[config.mk]
export PLATFORM = sky130hd
export DESIGN_NAME = sync_fifo_param
export DESIGN_NICKNAME = d
export VERILOG_FILES = /design/src/rtl/sync_fifo_pkg.sv /design/src/rtl/sync_fifo_mem.sv /design/src/rtl/sync_fifo_param.sv
export SDC_FILE = /design/constraint.sdc
export NUM_CORES = 1
export LEC_CHECK = 0
export CAP_MARGIN = 10
export CORE_ASPECT_RATIO = 0.9
export CORE_MARGIN = 4
export CORE_UTILIZATION = 40
export DETAILED_ROUTE_END_ITERATION = 6
export GPL_TIMING_DRIVEN = 0
export PLACE_DENSITY = 0.64
export SYNTH_ARGS = -nofsm -noshare
export SYNTH_HDL_FRONTEND = slang
export SYNTH_HIERARCHICAL = 1
export SYNTH_SLANG_ARGS = --single-unit
export TNS_END_PERCENT = 1
[constraint.sdc]
create_clock -name clk -period 8.8 [get_ports clk]
set_input_delay 0.88 -clock clk [delete_from_list [all_inputs] [get_ports clk]]
set_output_delay 0.88 -clock clk [all_outputs]
set_load 0.05 [all_outputs]
[src/rtl/sync_fifo_pkg.sv]
// Shared defaults and sizing helper for the parametrised synchronous FIFO.
package sync_fifo_pkg;

    localparam int DATA_W_DEF = 32;
    localparam int ADDR_W_DEF = 4;

    function automatic int depth_f(input int addr_w);
        return 32'sd1 << addr_w;
    endfunction

endpackage

[src/rtl/sync_fifo_mem.sv]
// Simple dual-port storage for sync_fifo_param: synchronous write, asynchronous read, no reset.
module sync_fifo_mem
    import sync_fifo_pkg::*;
#(
    parameter int DATA_W = DATA_W_DEF,
    parameter int ADDR_W = ADDR_W_DEF
) (
    input  logic              clk,
    input  logic              we,
    input  logic [ADDR_W-1:0] waddr,
    input  logic [DATA_W-1:0] wdata,
    input  logic [ADDR_W-1:0] raddr,
    output logic [DATA_W-1:0] rdata
);

    localparam int DEPTH = depth_f(ADDR_W);

    logic [DATA_W-1:0] mem_r [DEPTH];

    // Write port: only accepted writes reach the array, so rejected ones never corrupt data.
    always_ff @(posedge clk) begin
        if (we) begin
            mem_r[waddr] <= wdata;
        end
    end

    assign rdata = mem_r[raddr];

endmodule

[src/rtl/sync_fifo_param.sv]
// Parametrised single-clock FIFO with fill count, almost flags and sticky error flags.
// Define SYNC_FIFO_FWFT_EN for first-word-fall-through reads; otherwise reads are registered.
module sync_fifo_param
    import sync_fifo_pkg::*;
#(
    parameter int DATA_W    = DATA_W_DEF,
    parameter int ADDR_W    = ADDR_W_DEF,
    parameter int AFULL_TH  = depth_f(ADDR_W) - 1,
    parameter int AEMPTY_TH = 1
) (
    input  logic              clk,
    input  logic              rst,
    input  logic              wr_en,
    input  logic [DATA_W-1:0] wr_data,
    output logic              wr_full,
    output logic              wr_afull,
    input  logic              rd_en,
    output logic [DATA_W-1:0] rd_data,
    output logic              rd_valid,
    output logic              rd_empty,
    output logic              rd_aempty,
    output logic [ADDR_W:0]   count,
    output logic              overflow,
    output logic              underflow,
    input  logic              err_clr
);

    localparam logic [ADDR_W:0] AFULL_TH_C  = AFULL_TH[ADDR_W:0];
    localparam logic [ADDR_W:0] AEMPTY_TH_C = AEMPTY_TH[ADDR_W:0];
    localparam logic [ADDR_W:0] PTR_ONE_C   = {{ADDR_W{1'b0}}, 1'b1};

    logic [ADDR_W:0]   wr_ptr_r;
    logic [ADDR_W:0]   rd_ptr_r;
    logic [ADDR_W:0]   count_s;
    logic              empty_s;
    logic              full_s;
    logic              wr_acc_s;
    logic              rd_acc_s;
    logic              overflow_r;
    logic              underflow_r;
    logic [DATA_W-1:0] mem_rdata_s;

    // Occupancy and flags derive only from the registered pointers; wrap is plain rollover.
    assign count_s  = wr_ptr_r - rd_ptr_r;
    assign empty_s  = (wr_ptr_r == rd_ptr_r);
    assign full_s   = (wr_ptr_r[ADDR_W] != rd_ptr_r[ADDR_W]) &&
                      (wr_ptr_r[ADDR_W-1:0] == rd_ptr_r[ADDR_W-1:0]);
    assign wr_acc_s = wr_en && !full_s;
    assign rd_acc_s = rd_en && !empty_s;

    // Pointer registers advance on accepted operations.
    always_ff @(posedge clk) begin
        if (rst) begin
            wr_ptr_r <= {(ADDR_W+1){1'b0}};
            rd_ptr_r <= {(ADDR_W+1){1'b0}};
        end else begin
            if (wr_acc_s) begin
                wr_ptr_r <= wr_ptr_r + PTR_ONE_C;
            end
            if (rd_acc_s) begin
                rd_ptr_r <= rd_ptr_r + PTR_ONE_C;
            end
        end
    end

    // Sticky error flags; a new error in the clearing cycle keeps the flag set.
    always_ff @(posedge clk) begin
        if (rst) begin
            overflow_r  <= 1'b0;
            underflow_r <= 1'b0;
        end else begin
            if (wr_en && full_s) begin
                overflow_r <= 1'b1;
            end else if (err_clr) begin
                overflow_r <= 1'b0;
            end
            if (rd_en && empty_s) begin
                underflow_r <= 1'b1;
            end else if (err_clr) begin
                underflow_r <= 1'b0;
            end
        end
    end

    sync_fifo_mem #(
        .DATA_W (DATA_W),
        .ADDR_W (ADDR_W)
    ) u_mem (
        .clk   (clk),
        .we    (wr_acc_s && !rst),
        .waddr (wr_ptr_r[ADDR_W-1:0]),
        .wdata (wr_data),
        .raddr (rd_ptr_r[ADDR_W-1:0]),
        .rdata (mem_rdata_s)
    );

`ifdef SYNC_FIFO_FWFT_EN
    assign rd_data  = mem_rdata_s;
    assign rd_valid = !empty_s;
`else
    logic [DATA_W-1:0] rd_data_r;
    logic              rd_valid_r;

    // Registered read: capture the head word on an accepted pop, otherwise hold it.
    always_ff @(posedge clk) begin
        if (rst) begin
            rd_data_r  <= {DATA_W{1'b0}};
            rd_valid_r <= 1'b0;
        end else begin
            rd_valid_r <= rd_acc_s;
            if (rd_acc_s) begin
                rd_data_r <= mem_rdata_s;
            end
        end
    end

    assign rd_data  = rd_data_r;
    assign rd_valid = rd_valid_r;
`endif

    assign count     = count_s;
    assign rd_empty  = empty_s;
    assign wr_full   = full_s;
    assign wr_afull  = (count_s >= AFULL_TH_C);
    assign rd_aempty = (count_s <= AEMPTY_TH_C);
    assign overflow  = overflow_r;
    assign underflow = underflow_r;

endmodule

==> flow_summary.ini, run 1 <==
[timing]
skew_ns = 0.0177
finalHoldViolations = 0
max_freq_mhz = 233
report.final.setup_viol = 0
tightest_slew_ns = 1.05
max-slew-margin-rel = 0.302
finalCriticalPeriod_ns = 4.30
post-route-period-util = 0.488
setup-tns-final_ns = 0
rsz0062_at_grt = false
setup_slack_ns = 4.50
slew_violations = 0

[finish]
drive_gt1_frac = 0.224
syn_to_final_growth_pct = 18.9
regArea_mm2 = 0.0163
num-nets-final = 1236
fin_area_mm2 = 0.0250
final_cell_mix = edfxtp_1 (512), mux4_2 (128), nand2_1 (101)
nFillCells = 4249
multi_input_area_mm2 = 0.00458
layout_commonest_cell = edfxtp_1

[grt]
antenna_found_initial = 4
grt-ovfl-total = 0
grt_first_pass_wirelength_um = 71400
grt_util_all_layers = 0.171
grt_max_degree = 22
grt_pass1_vias = 10800

[critical_path]
path_max_fanout = 10
startpoint_type = flip-flop
endpoint_kind = primary output
worstPathArrival_ns = 3.42
crit_required_ns = 7.92
path_class = flip-flop to primary output

[detailed_routing]
dr.pass1.iters = 5
wl_per_cell_um = 25.1
drc = 0
ant_nets = 0
via_per_inst = 5.53
routed_wl_um = 48400
routed-via-count = 10700
drtIter0Drc = 1056

[clock_tree]
clock_sinks = 557
numCtsBuffers = 54
cts_tree = built
clk-insertion-delay-late_ns = 0.60
cts_root_buf = clkbuf_16
ctsHoldBuffers = 0
clk_pin_slew_ns = 0.06
post_cts_buffers = 0
postCtsResizedCells = 0
htreeDepth = 2
clk_path_buf_depth = 3

[yosys]
seq_area_frac_synth = 0.774
synth_fp_nets = 1074
synth_area_mm2 = 0.0210
ys_ff_latch = 557
yosysWarnings = 6
synthFlopType = edfxtp_1
async_reset_ff_frac = 0
synth_edf_count = 512
avgSynthCellArea_um2 = 20.4
netlist-cell-type-count = 35
synth_cells = 1030

[place]
io_buffers = 79
dp_slack_ns = 4.96
dp_hpwl_um = 30900
place_congestion = 0.723
dpl_cell_area_mm2 = 0.0232

[hold_path]
hp-class = flip-flop to flip-flop

[pwr]
ir_drop_uv = 158
power.density_mw_per_mm2 = 248
p_leak_nw = 7.73

[job]
maxCapViolCount = 0

[floorplanning]
start_util = 0.405
core_area_mm2 = 0.0519
die-height_um = 226
die_w_um = 250
io_pins = 81
rows = 79
die_area_mm2 = 0.0563

[outcome]
status = finished, final reports clean
-- state kept, by name, summed over array words and instances (netlist names) --
register	cells
u_mem/mem_r	512
rd_data	32
rd_ptr_r	5
wr_ptr_r	5
overflow	1
rd_valid	1
underflow	1
-- through the flow --
| step | util | std cells | power (mW) | hold WS (ns) |
|---|---|---|---|---|
| floorplan | - | 1030 | 3.66 | 0.486 |
| global placement | 0.437 | 1797 | 3.95 | 0.449 |
| detailed placement | 0.448 | 1824 | 3.97 | 0.452 |
| CTS | 0.482 | 1925 | 6.28 | 0.461 |
| global route | 0.482 | 1925 | 6.45 | 0.481 |
| finish | 0.482 | 1926 | 6.21 | 0.457 |
-- worst max-delay path: stages, from the launching register on --
cell,delay (ns)
dfxtp_1,0.43
inv_1,0.15
ha_1,0.19
inv_1,0.06
fa_1,0.39
a21o_1,0.17
a21oi_1,0.16
xnor2_1,0.13
nor4_1,0.30
clkdlybuf4s50_1,0.85
-- power by group --
| group | total [mW] | internal [mW] | switching, mW |
|---|---|---|---|
| logic | 0.941 | 0.400 | 0.541 |
| registers | 2.96 | 2.93 | 0.0250 |
| clock network | 2.31 | 1.37 | 0.942 |
| total | 6.21 | 4.70 | 1.51 |
-- logic make-up after synthesis --
logic type                 Yosys count  synth area share
AOI/OAI and AO/OA                  115            0.0359
xor gates and xnor gates            11           0.00458
adders and majority gates            7           0.00452
buffers and inverters               60            0.0140
DFF                                557             0.774
muxes                              129             0.138
and+or+nand+nor                    151            0.0298
-- layer usage --
metal	global-route usage	vias to the layer above	wire (um)
li1	-	4540	-
met3	0.0355	78	3660
met5	0	-	13
met1	0.250	5583	21200
met4	0.0387	2	928
met2	0.268	447	22600
-- Yosys cell counts, types with 2 or more instances --
| library cell | n | share of area |
|---|---|---|
| edfxtp_1 | 512 | 0.73 |
| mux4_2 | 128 | 0.14 |
| nand2_1 | 101 | 0.018 |
| a22oi_1 | 64 | 0.023 |
| dfxtp_1 | 45 | 0.043 |
| a21oi_1 | 42 | 0.010 |
| nor2_1 | 26 | 0.0046 |
| clkbuf_1 | 21 | 0.0037 |
| buf_4 | 11 | 0.0039 |
| buf_1 | 10 | 0.0018 |
| buf_2 | 10 | 0.0024 |
| xnor2_1 | 7 | 0.0029 |
| ha_1 | 6 | 0.0036 |
| inv_1 | 6 | 0.0011 |
| nand4_1 | 4 | 0.0012 |
| nor2b_1 | 4 | 0.0012 |
| nor3_1 | 4 | 0.00095 |
| o21ai_0 | 4 | 0.00095 |
| xor2_1 | 4 | 0.0017 |
| buf_6 | 2 | 0.0011 |
| nand2b_1 | 2 | 0.00059 |
| nand3_1 | 2 | 0.00048 |
| nand3b_1 | 2 | 0.00071 |
| or3_1 | 2 | 0.00059 |
-- area by class of cell --
class	count	share of cell area
diodes	1	0.000100
plain buffers	54	0.0109
clock buffers	87	0.0646
clock inverters	14	0.00695
inverters	6	0.000900
multi-input cells	413	0.183
flip-flops and latches	557	0.650
well taps	688	0.0344
repair buffers	106	0.0489
-- path summary, 6_finish.rpt --
kind,to,cells after the start,start,slack (ns)
min reg2reg,rd_data[9]$_SDFFE_PP0P_,2,rd_data[9]$_SDFFE_PP0P_,0.46
max reg2reg,u_mem/mem_r[4][13]$_DFFE_PP_,9,wr_ptr_r[0]$_SDFFE_PP0P_,5.07
max,rd_aempty,9,wr_ptr_r[0]$_SDFFE_PP0P_,4.50
min,rd_data[9]$_SDFFE_PP0P_,2,rd_data[9]$_SDFFE_PP0P_,0.46
No activity file was read; power rests on OpenSTA's default activity.
==> run 2: changes to the inputs <==
==> constraint.sdc (replaced) <==
create_clock -name clk -period 4.45 [get_ports clk]
set_input_delay 0.445 -clock clk [delete_from_list [all_inputs] [get_ports clk]]
set_output_delay 0.445 -clock clk [all_outputs]
set_load 0.05 [all_outputs]
==> flow_summary.ini, run 2 (same netlist as run 1, synthesis figures left out) <==
[floorplanning]
die-height_um = 226
start_util = 0.405
core_area_mm2 = 0.0519
io_pins = 81
rows = 79
die_area_mm2 = 0.0563
die_w_um = 250

[pwr]
ir_drop_uv = 473
p_leak_nw = 7.69
power.density_mw_per_mm2 = 488

[timing]
rsz0062_at_grt = false
finalHoldViolations = 0
max_freq_mhz = 256
report.final.setup_viol = 0
skew_ns = 0.0158
finalCriticalPeriod_ns = 3.90
max-slew-margin-rel = 0.317
tightest_slew_ns = 1.02
post-route-period-util = 0.877
setup-tns-final_ns = 0
setup_slack_ns = 0.548
slew_violations = 0
whs_ns = 0.455

[detailed_routing]
via_per_inst = 5.53
drc = 0
ant_nets = 0
drtIter0Drc = 1014
routed-via-count = 10600
wl_per_cell_um = 25.0
routed_wl_um = 47900
dr.pass1.iters = 5

[clock_tree]
cts_root_buf = clkbuf_16
cts_tree = built
clk_path_buf_depth = 3
postCtsResizedCells = 0
numCtsBuffers = 53
clk_pin_slew_ns = 0.06
clk-insertion-delay-late_ns = 0.59
post_cts_buffers = 0
ctsHoldBuffers = 0
clock_sinks = 557
htreeDepth = 2

[grt]
grt_max_degree = 23
grt_pass1_vias = 10800
grt-ovfl-total = 0
grt_util_all_layers = 0.169
grt_first_pass_wirelength_um = 70700
antenna_found_initial = 2

[critical_path]
startpoint = wr_ptr_r[0]$_SDFFE_PP0P_
endpoint_kind = primary output
r2r_cells = 8
r2r_slack_ns = 0.75
crit_required_ns = 4.01
startpoint_type = flip-flop
worstPathArrival_ns = 3.46
path_max_fanout = 10
crit-reg2reg-launch = wr_ptr_r[0]$_SDFFE_PP0P_
rr_endpoint = u_mem/mem_r[8][23]$_DFFE_PP_
path_class = flip-flop to primary output
crit_path_end = rd_aempty

[place]
place_congestion = 0.751
dp_hpwl_um = 30600
dp_slack_ns = 0.816
io_buffers = 79

[outcome]
status = finished, final reports clean

[finish]
syn_to_final_growth_pct = 18.7
largest_reg_flops = 512
final_cell_mix = edfxtp_1 (512), mux4_2 (128), nand2_1 (101)
largest_register = u_mem/mem_r
num-nets-final = 1233
layout_commonest_cell = edfxtp_1
drive_gt1_frac = 0.225
antenna_cells = 0
fin_util = 0.481

[job]
maxCapViolCount = 0

[hold_path]
hp-class = flip-flop to flip-flop
run 2: routing by layer:
layer | share of wire | global-route usage | wire, um
met1 | 0.43 | 0.247 | 20800
met2 | 0.47 | 0.267 | 22600
met3 | 0.077 | 0.0331 | 3670
met4 | 0.016 | 0.0401 | 773
met5 | 0.00052 | 0 | 25
run 2: power by group:
group	internal [mW]	switching, mW
logic	0.792	1.06
registers	5.80	0.0490
clock network	2.58	1.90
total	9.17	3.01
run 2: how the worst min path moves through the flow:
stage | start | end | slack (ns) | cells past startpoint
2_1_floorplan | rd_ptr_r[1]$_SDFFE_PP0P_ | rd_ptr_r[1]$_SDFFE_PP0P_ | 0.49 | 2
3_3_place_gp | rd_data[26]$_SDFFE_PP0P_ | rd_data[26]$_SDFFE_PP0P_ | 0.45 | 2
3_5_place_dp | rd_data[19]$_SDFFE_PP0P_ | rd_data[19]$_SDFFE_PP0P_ | 0.45 | 2
4_1_cts | rd_data[5]$_SDFFE_PP0P_ | rd_data[5]$_SDFFE_PP0P_ | 0.46 | 2
5_1_grt | rd_data[5]$_SDFFE_PP0P_ | rd_data[5]$_SDFFE_PP0P_ | 0.48 | 2
6_report | rd_data[5]$_SDFFE_PP0P_ | rd_data[5]$_SDFFE_PP0P_ | 0.45 | 2
run 2: layout make-up:
class	instances	area [um2]
Clock buffer	58	1380
Clock inverter	41	362
Tap cell	688	861
Multi-Input combinational cell	413	4580
Buffer	54	272
Fill cell	4247	26900
Timing Repair Buffer	104	1220
Sequential cell	557	16300
Inverter	6	22.5
run 2: critical path, cell delays in order, from the launching register on:
cell and delay, ns:
dfxtp_1 0.46, inv_1 0.17, ha_1 0.18, inv_1 0.05, fa_1 0.40, a21o_1 0.18
a21oi_1 0.17, xnor2_1 0.12, nor4_1 0.29, clkdlybuf4s50_1 0.85
run 2: through the flow:
| step | instance area, um2 | total power [mW] | cells |
|---|---|---|---|
| floorplan | 21000 | 7.24 | 1030 |
| global placement | 22700 | 7.80 | 1797 |
| detailed placement | 23200 | 7.85 | 1822 |
| CTS | 25000 | 12.3 | 1921 |
| global route | 25000 | 12.7 | 1921 |
| finish | 25000 | 12.2 | 1921 |
